### config.mk
export PLATFORM = sky130hd
export DESIGN_NAME = rom_refill_responder
export DESIGN_NICKNAME = d
export VERILOG_FILES = /design/src/rtl/rom_refill_responder_pkg.sv /design/src/rtl/rom_refill_responder_line_buf.sv /design/src/rtl/rom_refill_responder.sv
export SDC_FILE = /design/constraint.sdc
export NUM_CORES = 1
export LEC_CHECK = 0
export ABC_AREA = 1
export BUFFER_PORTS_ARGS = -buffer_cell sky130_fd_sc_hd__buf_2
export CORE_ASPECT_RATIO = 0.5
export CORE_UTILIZATION = 54
export CTS_CLUSTER_DIAMETER = 30
export CTS_CLUSTER_SIZE = 10
export DETAILED_ROUTE_END_ITERATION = 7
export PLACE_DENSITY = 0.92
export SYNTH_ARGS = -nofsm -noshare
export SYNTH_HDL_FRONTEND = slang
export SYNTH_HIERARCHICAL = 1
export SYNTH_SLANG_ARGS = --single-unit
### constraint.sdc
create_clock -name clk -period 4.5 [get_ports clk]
set_input_delay 0.45 -clock clk [delete_from_list [all_inputs] [get_ports clk]]
set_output_delay 0.45 -clock clk [all_outputs]
set_load 0.02 [all_outputs]
### src/rtl/rom_refill_responder_pkg.sv
`default_nettype none
// ============================================================================
//  Module   : rom_refill_responder_pkg
//  Purpose  : Shared constants for the ROM refill responder and its Icache
//             peer: FSM state encodings and ROM geometry.
//  Ports    : none (package)
//  Revision : 1.0  initial release
// ============================================================================
package rom_refill_responder_pkg;

    // Refill FSM state encodings (2 bits)
    localparam logic [1:0] c_st_idle = 2'd0;
    localparam logic [1:0] c_st_wait = 2'd1;
    localparam logic [1:0] c_st_read = 2'd2;
    localparam logic [1:0] c_st_done = 2'd3;

    // ROM geometry shared with the Icache
    localparam logic [31:0]  c_rom_base_addr  = 32'h0000_0000;
    localparam int unsigned  c_rom_data_w     = 32;
    localparam int unsigned  c_rom_aw_default = 10;

endpackage
`default_nettype wire

### src/rtl/rom_refill_responder_line_buf.sv
`default_nettype none
// ============================================================================
//  Module   : refill_line_buf
//  Purpose  : LINE_WORDS x DATA_W register file collecting one cache line.
//             One indexed write port, whole line visible on a flat bus.
//  Ports    : clk, rst_n          clock / async active-low reset
//             i_wr_en, i_wr_idx   write strobe and word slot
//             i_wr_data           word to store
//             o_line              word k at bits [DATA_W*k +: DATA_W]
//  Revision : 1.0  initial release
// ============================================================================
module refill_line_buf #(
    parameter int unsigned LINE_WORDS = 4,
    parameter int unsigned DATA_W     = 32
) (
    input  logic                           clk,
    input  logic                           rst_n,
    input  logic                           i_wr_en,
    input  logic [$clog2(LINE_WORDS)-1:0]  i_wr_idx,
    input  logic [DATA_W-1:0]              i_wr_data,
    output logic [DATA_W*LINE_WORDS-1:0]   o_line
);

    localparam int unsigned c_idx_w = $clog2(LINE_WORDS);

    for (genvar k = 0; k < LINE_WORDS; k++) begin : g_word
        logic [DATA_W-1:0] r_word;

        always_ff @(posedge clk or negedge rst_n) begin
            if (!rst_n) begin
                r_word <= '0;
            end else if (i_wr_en && (i_wr_idx == c_idx_w'(k))) begin
                r_word <= i_wr_data;
            end
        end

        assign o_line[DATA_W*k +: DATA_W] = r_word;
    end

endmodule
`default_nettype wire

### src/rtl/rom_refill_responder.sv
`default_nettype none
// ============================================================================
//  Module   : rom_refill_responder
//  Purpose  : Memory-side responder for Icache line refills. Accepts a miss,
//             waits LATENCY cycles, reads LINE_WORDS words from a synchronous
//             ROM into a line buffer and pulses rom_ready_o for one cycle.
//  Ports    : clk, rst_n                       clock / async active-low reset
//             icache_req_i, icache_addr_i      miss request and byte address
//             rom_en_o, rom_addr_o, rom_rdata_i synchronous ROM read port
//             rom_ready_o                      one-cycle refill-done pulse
//             rom_busy_o                       high whenever not IDLE
//             rom_line_o, rom_line_addr_o      assembled line and its base
//  Config   : ROM_CRIT_WORD_FIRST_EN - when defined, beats start at the
//             requested word and wrap inside the line; otherwise 0..N-1.
//  Revision : 1.0  initial release
// ============================================================================
module rom_refill_responder
    import rom_refill_responder_pkg::*;
#(
    parameter int unsigned LINE_WORDS = 4,
    parameter int unsigned LATENCY    = 3,
    parameter int unsigned ROM_AW     = c_rom_aw_default
) (
    input  logic                                clk,
    input  logic                                rst_n,
    input  logic                                icache_req_i,
    input  logic [31:0]                         icache_addr_i,
    output logic                                rom_en_o,
    output logic [ROM_AW-1:0]                   rom_addr_o,
    input  logic [c_rom_data_w-1:0]             rom_rdata_i,
    output logic                                rom_ready_o,
    output logic                                rom_busy_o,
    output logic [c_rom_data_w*LINE_WORDS-1:0]  rom_line_o,
    output logic [31:0]                         rom_line_addr_o
);

    localparam int unsigned c_idx_w  = $clog2(LINE_WORDS);
    localparam int unsigned c_beat_w = c_idx_w + 1;
    localparam int unsigned c_cnt_w  = (LATENCY <= 2) ? 1 : $clog2(LATENCY);
    localparam logic [c_cnt_w-1:0]  c_lat_init  = c_cnt_w'((LATENCY > 0) ? (LATENCY - 1) : 0);
    localparam logic [31:0]         c_line_mask = ~(32'(4 * LINE_WORDS) - 32'd1);
    localparam logic [c_beat_w-1:0] c_last_beat = c_beat_w'(LINE_WORDS);

    logic [1:0]          r_state;
    logic [1:0]          w_next_state;
    logic [c_cnt_w-1:0]  r_lat_cnt;
    logic [c_beat_w-1:0] r_beat;
    logic [31:0]         r_base;
    logic [c_idx_w-1:0]  w_start;
    logic                w_accept;
    logic                w_issue;
    logic                w_capture;
    logic [c_idx_w-1:0]  w_issue_slot;
    logic [c_idx_w-1:0]  w_cap_slot;

    assign w_accept = (r_state == c_st_idle) && icache_req_i;

`ifdef ROM_CRIT_WORD_FIRST_EN
    logic [c_idx_w-1:0] r_start;

    always_ff @(posedge clk or negedge rst_n) begin
        if (!rst_n) begin
            r_start <= '0;
        end else if (w_accept) begin
            r_start <= icache_addr_i[c_idx_w+1:2];
        end
    end

    assign w_start = r_start;
`else
    assign w_start = '0;
`endif

    // Slot arithmetic is modulo LINE_WORDS by truncation, so beats wrap inside
    // the line. Data returned in beat b lands in the slot issued in beat b-1.
    assign w_issue_slot = r_beat[c_idx_w-1:0] + w_start;
    assign w_cap_slot   = w_issue_slot - c_idx_w'(1);
    assign w_issue      = (r_state == c_st_read) && (r_beat != c_last_beat);
    assign w_capture    = (r_state == c_st_read) && (r_beat != '0);

    // ---------------------------------------------------------------- FSM
    always_ff @(posedge clk or negedge rst_n) begin
        if (!rst_n) begin
            r_state <= c_st_idle;
        end else begin
            r_state <= w_next_state;
        end
    end

    always_comb begin
        w_next_state = r_state;
        case (r_state)
            c_st_idle: if (icache_req_i) w_next_state = (LATENCY == 0) ? c_st_read : c_st_wait;
            c_st_wait: if (r_lat_cnt == '0) w_next_state = c_st_read;
            c_st_read: if (r_beat == c_last_beat) w_next_state = c_st_done;
            c_st_done: w_next_state = c_st_idle;
            default:   w_next_state = c_st_idle;
        endcase
    end

    always_comb begin
        rom_en_o    = w_issue;
        rom_addr_o  = '0;
        if (w_issue) begin
            // Base is line aligned, so adding the slot never carries out of the line.
            rom_addr_o = r_base[ROM_AW+1:2] + ROM_AW'(w_issue_slot);
        end
        rom_ready_o = (r_state == c_st_done);
        rom_busy_o  = (r_state != c_st_idle);
    end

    // ------------------------------------------------------ counters / base
    always_ff @(posedge clk or negedge rst_n) begin
        if (!rst_n) begin
            r_base    <= '0;
            r_lat_cnt <= '0;
            r_beat    <= '0;
        end else if (w_accept) begin
            r_base    <= icache_addr_i & c_line_mask;
            r_lat_cnt <= c_lat_init;
            r_beat    <= '0;
        end else begin
            if ((r_state == c_st_wait) && (r_lat_cnt != '0)) begin
                r_lat_cnt <= r_lat_cnt - c_cnt_w'(1);
            end
            if (r_state == c_st_read) begin
                r_beat <= r_beat + c_beat_w'(1);
            end
        end
    end

    assign rom_line_addr_o = r_base;

    refill_line_buf #(
        .LINE_WORDS (LINE_WORDS),
        .DATA_W     (c_rom_data_w)
    ) u_line_buf (
        .clk        (clk),
        .rst_n      (rst_n),
        .i_wr_en    (w_capture),
        .i_wr_idx   (w_cap_slot),
        .i_wr_data  (rom_rdata_i),
        .o_line     (rom_line_o)
    );

endmodule
`default_nettype wire

==> metrics.md, run 1 <==
| Metric | Value |
|---|---|
| Outcome | complete, but fails checks |
| Failing checks | DRC |
| Nets | 1038 |
| PwrDens | 925 mW/mm2 |
| Area of the multi-input gates | 0.00237 mm2 |
| Post-DP HPWL | 12.4 mm |
| FF-to-FF Start | r_beat[0] |
| Final worst-path cycle share | 0.579 |
| Crit-path cells | inv_2 -> inv_1 -> nand3_1 -> buf_4 -> nand2_1 -> nand2_1 |
| GRT Residual Overflow | 0 |
| Wire per inst | 16.7 um |
| TNS Setup | 0 ns |
| CP max-delay cell | inv_1 |
| RSZ-0062 raised after global routing | no |
| Port Buf Inserts | 231 |
| Min Tclk post-route | 2.60 ns |
| Worst setup SP type | register |
| Cts hold-fix bufs | 0 |
| Worst Path Arrival | 2.90 ns |
| Initial antenna violation count | 0 |
| Die Height | 81.6 um |
| Critical path peak fanout | 33 |
| Vias in the first global route | 5927 |
| Met2 Use GR | 0.505 |
| Slew Viols, Final | 0 |
| Synthesis-stage register bit count | 163 |
| Post-cts gate resize count | 0 |
| Storage cell area | 0.00408 mm2 |
| Worst path most repeated cell | nand2_1 |
| Critical Path Sink Type | register |
| Largest net degree at the start of global routing | 85 |
| Max IR drop VDD | 0.000395 V |
| Syn. warnings | 6 |
| Max-Cap Viols | 0 |
| Via density | 5.50 |
| DRT Pass-1 Iters | 8 |
| Routed WL | 19.1 mm |
| CTS clock-pin slew for the worst setup and hold paths | 0.07 ns |
| RR Endpoint | u_line_buf/g_word[2].r_word[9] |
| Final RePlAce weighted congestion | 0.871 |
| CP peak stage delay | 0.86 ns |
| FMAX | 384 MHz |
| Least-Margin Pin Slew | 1.20 ns |
| Core box area | 0.0121 mm2 |
| P_leak | 4.80 nW |
| Fill count | 854 |
| Layout cells sized above 1 | 0.298 |
| Crit path required time | 4.79 ns |
| Synth cell types | 21 |
| ANT nets after route | 0 |
| Ys async rst share | 1.00 |
| Fin. Hold Viols | 0 |
| CTS Root Cell | clkbuf_16 |
| Clock Latency Late Sink | 0.41 ns |
| Mapped Cells | 759 |
| Global-route wire length before repair | 29.9 mm |
| Sequential area share after synthesis | 0.596 |
| Reg2reg path depth | 6 |
| Ports | 240 |
| H-tree lvl count | 4 |
| Synth Cell Area | 0.00685 mm2 |
| # diodes | 0 |
| Area after DPL | 0.00800 mm2 |
| Average size of a mapped cell | 9.02 um2 |
| Starting density of the core | 0.566 |
| Final setup violation count | 0 |
| CTS tree | yes |
| Grt met1 use | 0.370 |
| Postcts setup bufs | 0 |
| Detailed Route Iter0 Violations | 792 |
| Most used DFF post-synth | dfrtp_1 |
| DRC Markers | 1 |
| Site row count | 28 |
| Clock sink count | 163 |
| Layout Skew | 0.0105 ns |
| Global-route usage over all layers | 0.294 |
| Max Root-Sink Buffers | 2 |
| DIE AREA | 0.0132 mm2 |
| Final instance area | 0.00862 mm2 |
| Via Count | 6281 |
| WS Path Type | register to register |
| GR Util met3 | 0.0591 |
| Post-synth EDFFs | 0 |
| R2r setup slk | 1.90 ns |
| Area grow syn2layout | 25.9% |
| Total CTS buffers | 17 |
| Die X | 161 um |
| GR peak layer | met2 |
| Slew HR | 0.201 |
| Min-delay worst type | primary input to async pin |
-- layout make-up --
type                       instances  area share
inverter                          25      0.0115
multi-input combinational        514       0.275
clock inverter                    14      0.0208
sequential                       163       0.473
clock buffer                      18      0.0510
timing repair buffer             242       0.144
tap                              165      0.0240
-- cell usage after synthesis, types with 2 or more instances --
| master | n | area, um2 |
|---|---|---|
| nand2_2 | 3 | 18.8 |
| o21ai_2 | 8 | 70.1 |
| clkbuf_1 | 15 | 56.3 |
| ha_1 | 8 | 100 |
| inv_1 | 24 | 90.1 |
| buf_4 | 4 | 30.0 |
| nor2_1 | 12 | 45.0 |
| nand2_1 | 332 | 1250 |
| dfrtp_1 | 163 | 4080 |
| buf_2 | 37 | 185 |
| buf_6 | 2 | 22.5 |
| nand3_1 | 37 | 185 |
| a21oi_1 | 6 | 30.0 |
| nand4_1 | 98 | 613 |
| o21ai_0 | 4 | 20.0 |
-- where the power goes --
| part | switching (mW) | internal [mW] |
|---|---|---|
| registers | 0.409 | 2.22 |
| clock network | 0.606 | 0.895 |
| logic | 2.78 | 1.07 |
-- cell usage in the layout (no fill, tap or decap), types with 2 or more instances in the layout --
cell,count
a21oi_1,5
buf_2,230
buf_4,11
bufinv_16,3
clkbuf_16,17
clkinv_4,6
clkinvlp_4,3
conb_1,4
dfrtp_1,163
ha_1,8
inv_1,22
inv_2,2
inv_6,2
nand2_1,332
nand2_2,3
nand3_1,37
nand4_1,98
nor2_1,12
o21ai_0,4
o21ai_2,8
-- through the flow --
step                std cells  utilization  total power, mW  setup WS (ns)  hold slack, ns
floorplan                 762            -             5.14           2.77           0.154
global placement         1109        0.662             6.26           2.12           0.448
detailed placement       1109        0.662             6.43           1.98           0.453
CTS                      1141        0.713             7.96           1.94          0.0939
global route             1141        0.713             8.44           1.68           0.112
finish                   1141        0.713             7.98           1.90          0.0524
-- metal layers --
metal / share of wire / routed length, um
met1: 0.40 / 7580
met2: 0.49 / 9410
met3: 0.081 / 1540
met4: 0.030 / 568
met5: 0 / 0
-- flip-flops by register name, summed over array words and instances (netlist names) --
register / count
rom_line_addr_o: 28
r_beat: 3
u_line_buf/g_word.r_word: 128
r_state: 2
r_lat_cnt: 2
-- cell families (layout without fill, tap and decap cells) --
kind of cell | count (synthesis) | count (layout) | share of synthesized area
compound gates | 18 | 18 | 0.0175
flops | 163 | 163 | 0.596
fa+ha+maj | 8 | 8 | 0.0146
simple gates | 484 | 484 | 0.310
other cells | 1 | 4 | 0.000548
buf+inv | 85 | 299 | 0.0610
-- how the worst max path moves through the flow --
stage          startpoint                               to  slack, ns
2_1_floorplan  r_state[0]                    rom_addr_o[0]       2.77
3_3_place_gp   r_state[0]   u_line_buf/g_word[0].r_word[8]       2.12
3_5_place_dp   r_state[0]  u_line_buf/g_word[0].r_word[15]       1.98
4_1_cts        r_state[0]  u_line_buf/g_word[0].r_word[10]       1.94
5_1_grt         r_beat[0]   u_line_buf/g_word[2].r_word[9]       1.68
6_report        r_beat[0]   u_line_buf/g_word[2].r_word[9]       1.90
-- worst max-delay path: cells and delay by family, from the launching register on --
family | cells | cell delay [ns]
flip-flops | 1 | 0.36
buffers and inverters | 3 | 1.33
AND/OR/NAND/NOR | 3 | 0.77
No activity file was read; power rests on OpenSTA's default activity.
==> run 2: changes to the inputs <==
--- a/config.mk
+++ b/config.mk
@@ -5,14 +5,14 @@
 export SDC_FILE = /design/constraint.sdc
 export NUM_CORES = 1
 export LEC_CHECK = 0
-export ABC_AREA = 1
+export ABC_AREA = 0
 export BUFFER_PORTS_ARGS = -buffer_cell sky130_fd_sc_hd__buf_2
 export CORE_ASPECT_RATIO = 0.5
-export CORE_UTILIZATION = 54
+export CORE_UTILIZATION = 49
 export CTS_CLUSTER_DIAMETER = 30
 export CTS_CLUSTER_SIZE = 10
 export DETAILED_ROUTE_END_ITERATION = 7
-export PLACE_DENSITY = 0.92
+export PLACE_DENSITY = 0.87
 export SYNTH_ARGS = -nofsm -noshare
 export SYNTH_HDL_FRONTEND = slang
 export SYNTH_HIERARCHICAL = 1
==> constraint.sdc (replaced) <==
create_clock -name clk -period 2.55 [get_ports clk]
set_input_delay 0.255 -clock clk [delete_from_list [all_inputs] [get_ports clk]]
set_output_delay 0.255 -clock clk [all_outputs]
set_load 0.02 [all_outputs]
==> run 2 against run 1 <==
Against the previous run: the run now ends clean; core utilization is 5.8 points lower; synthesized area is 6.7% lower; sequential power is 76% higher; cell area is 3.5% lower; via count is 35% lower; total power is 61% higher; final cell count is 28% lower; largest cell class unchanged.
==> metrics.md, run 2 <==
| Metric | Value |
|---|---|
| Via density | 4.99 (-9.4%) |
| Nets | 713 (-31%) |
| Top-area cell type share of the netlist area | 0.639 (+0.0431) |
| Final setup violation count | 0 (unchanged) |
| Vias in the first global route | 4108 (-31%) |
| CTS tree | yes |
| Min Tclk post-route | 2.34 ns |
| WS Path Type | register to output port |
| Site row count | 29 (+3.6%) |
| Die X | 163 um (+1.4%) |
| Critical path peak fanout | 12 (-64%) |
| Max reg flops | 128 (unchanged) |
| Initial antenna violation count | 0 (unchanged) |
| Final worst-path cycle share | 0.918 |
| Total CTS buffers | 17 (unchanged) |
| Postcts setup bufs | 0 (unchanged) |
| Most used DFF post-synth | dfrtp_1 |
| Fin. Hold Viols | 0 (unchanged) |
| Final RePlAce weighted congestion | 0.764 (-12%) |
| Worst setup SP type | register |
| Worst Path Arrival | 2.09 ns (-0.81 ns) |
| Port Buf Inserts | 231 (unchanged) |
| Global-route wire length before repair | 21.3 mm (-29%) |
| Post-synth top cells | 163 x dfrtp_1, 146 x mux2_2, 11 x buf_2 |
| FMAX | 427 MHz |
| Clock sink count | 163 (unchanged) |
| Via Count | 4096 (-35%) |
| Post-DP HPWL | 10.0 mm (-19%) |
| Core box area | 0.0127 mm2 (+5.1%) |
| Most flop-heavy register | u_line_buf/g_word.r_word |
| # diodes | 0 (unchanged) |
| PwrDens | 1540 mW/mm2 (+67%) |
| Dominant cells by area after synthesis | dfrtp_1 64%, mux2_2 26%, mux2_4 2.1% |
| Sequential area share after synthesis | 0.639 (+0.0431) |
| DIE AREA | 0.0135 mm2 (+2.7%) |
| Layout Skew | 0.0107 ns (+0.000229 ns) |
| Most common cell in the netlist | dfrtp_1 |
| Mapped Cells | 392 (-48%) |
| Starting density of the core | 0.503 (-0.0637) |
| Fill count | 935 (+9.5%) |
| RSZ-0062 raised after global routing | no |
| Commonest non-fill, non-tap cell in the layout | buf_2 |
| Max IR drop VDD | 0.000694 V (+76%) |
| Critical Path Sink Type | output port |
| Least-Margin Pin Slew | 0.781 ns (-0.417 ns) |
| Largest net degree at the start of global routing | 74 (-13%) |
| Ys async rst share | 1.00 (unchanged) |
| Area grow syn2layout | 30.3% |
| Die Height | 82.7 um (+1.3%) |
| Outcome | finished, final reports clean |
| Storage cell area | 0.00408 mm2 (unchanged) |
| TNS Setup | 0 ns (unchanged) |
| Clock Latency Late Sink | 0.41 ns (about the same) |
| Detailed Route Iter0 Violations | 169 (-79%) |
| Layout Utilization | 0.655 (-0.0581) |
| Synthesis-stage register bit count | 163 (unchanged) |
| CTS Root Cell | clkbuf_16 |
| ANT nets after route | 0 (unchanged) |
| Min-delay worst type | primary input to register |
| DRC Markers | 0 (-1) |
| Average size of a mapped cell | 16.3 um2 (+81%) |
| Max Root-Sink Buffers | 2 (unchanged) |
| Largest area contributor in the netlist | dfrtp_1 |
| Syn. warnings | 6 (unchanged) |
| Area of the multi-input gates | 0.00217 mm2 (-8.4%) |
| Post-synth EDFFs | 0 (unchanged) |
| GRT Residual Overflow | 0 (unchanged) |
| CTS clock-pin slew for the worst setup and hold paths | 0.07 ns (about the same) |
| DRT Pass-1 Iters | 4 (-4) |
| H-tree lvl count | 4 (unchanged) |
| Routed WL | 14.3 mm (-25%) |
| Synth cell types | 28 (+33%) |
| Crit path required time | 2.30 ns (-2.49 ns) |
| Ports | 240 (unchanged) |
| Slew HR | 0.478 (+0.277) |
| Layout cells sized above 1 | 0.668 (+0.370) |
| Slew Viols, Final | 0 (unchanged) |
| Wire per inst | 17.4 um (+3.9%) |
| P_leak | 4.05 nW (-16%) |
| Synth Cell Area | 0.00638 mm2 (-6.7%) |
| Global-route usage over all layers | 0.209 (-0.0857) |
| Most frequent cells in the layout | 230 x buf_2, 163 x dfrtp_1, 146 x mux2_2 |
| Max-Cap Viols | 0 (unchanged) |
-- run 2: changes by cell type after synthesis, sizes merged, moves of 13 or more --
| cell | before | now |
|---|---|---|
| nand4 | 98 | 0 |
| mux2 | 0 | 157 |
| nor2 | 13 | 0 |
| nand3 | 37 | 1 |
| inv | 24 | 9 |
| clkbuf | 16 | 0 |
| nand2 | 336 | 3 |
| buf | 44 | 20 |
-- run 2: what timing repair did --
action | 4_1_cts | 5_1_grt
resized for setup | 0 | 1
endpoints found under the setup margin | 0 | 10
endpoints found under the hold margin | 70 | 0
hold buffers | 1 | 0
-- run 2: area by class of cell --
class | instances | share of cell area
sequential | 163 | 0.490
multi-input combinational | 203 | 0.261
timing repair buffer | 244 | 0.153
clock buffer | 18 | 0.0528
tap | 170 | 0.0256
clock inverter | 14 | 0.0129
inverter | 9 | 0.00406
-- run 2: worst paths after layout --
path / depth (start not counted) / slack (ns) / from / endpoint
worst max-delay path: 5 / 0.21 / r_state[0] / rom_addr_o[0]
worst min-delay path: 2 / 0.07 / icache_addr_i[17] / rom_line_addr_o[17]
worst max register to register: 6 / 0.33 / r_state[0] / u_line_buf/g_word[0].r_word[15]
worst min register to register: 1 / 0.49 / u_line_buf/g_word[0].r_word[5] / u_line_buf/g_word[0].r_word[5]
max in group asynchronous: 3 / 1.25 / rst_n / u_line_buf/g_word[2].r_word[10]
min in group asynchronous: 2 / 0.44 / rst_n / u_line_buf/g_word[1].r_word[14]
-- run 2: kinds of logic (layout without fill, tap and decap cells) --
kind of cell | count (synthesis) | count (layout) | share of synthesized area
buf+inv | 29 | 285 | 0.0257
simple gates | 21 | 21 | 0.0218
xor+xnor | 3 | 3 | 0.00412
other cells | 1 | 4 | 0.000587
compound gates | 9 | 9 | 0.00960
mux | 158 | 158 | 0.284
flops | 163 | 163 | 0.639
fa+ha+maj | 8 | 8 | 0.0157
-- run 2: routing by layer --
layer,up-vias,wire [um],global-route usage
li1,1857,-,-
met1,2106,5880,0.251
met2,111,7640,0.375
met3,22,533,0.0480
met4,0,223,0.0738
met5,-,0,0
-- run 2: metrics by stage --
step	instance area [um2]	setup WS [ns]	hold slack [ns]	instances	power, mW
3_5_place_dp	7750	0.355	0.317	788	10.5
6_report	8320	0.209	0.0723	821	12.8
5_1_grt	8320	0.0806	0.0546	821	13.5
2_1_floorplan	6400	0.478	-0.0406	395	8.42
3_3_place_gp	7750	0.439	0.315	788	10.2
4_1_cts	8310	0.0554	0.0606	821	12.9
-- run 2: power breakdown --
part           leakage (nW)  internal [mW]  switching [mW]
clock                 0.257           1.28            1.07
combinational          1.89           2.49            3.37
sequential             1.91           3.93           0.683
-- run 2: worst max-delay path, cell delays in order, from the launching register on --
cell and delay (ns):
dfrtp_1 0.42, inv_1 0.12, ha_1 0.33, a21boi_4 0.44, and2_1 0.20, buf_2 0.17
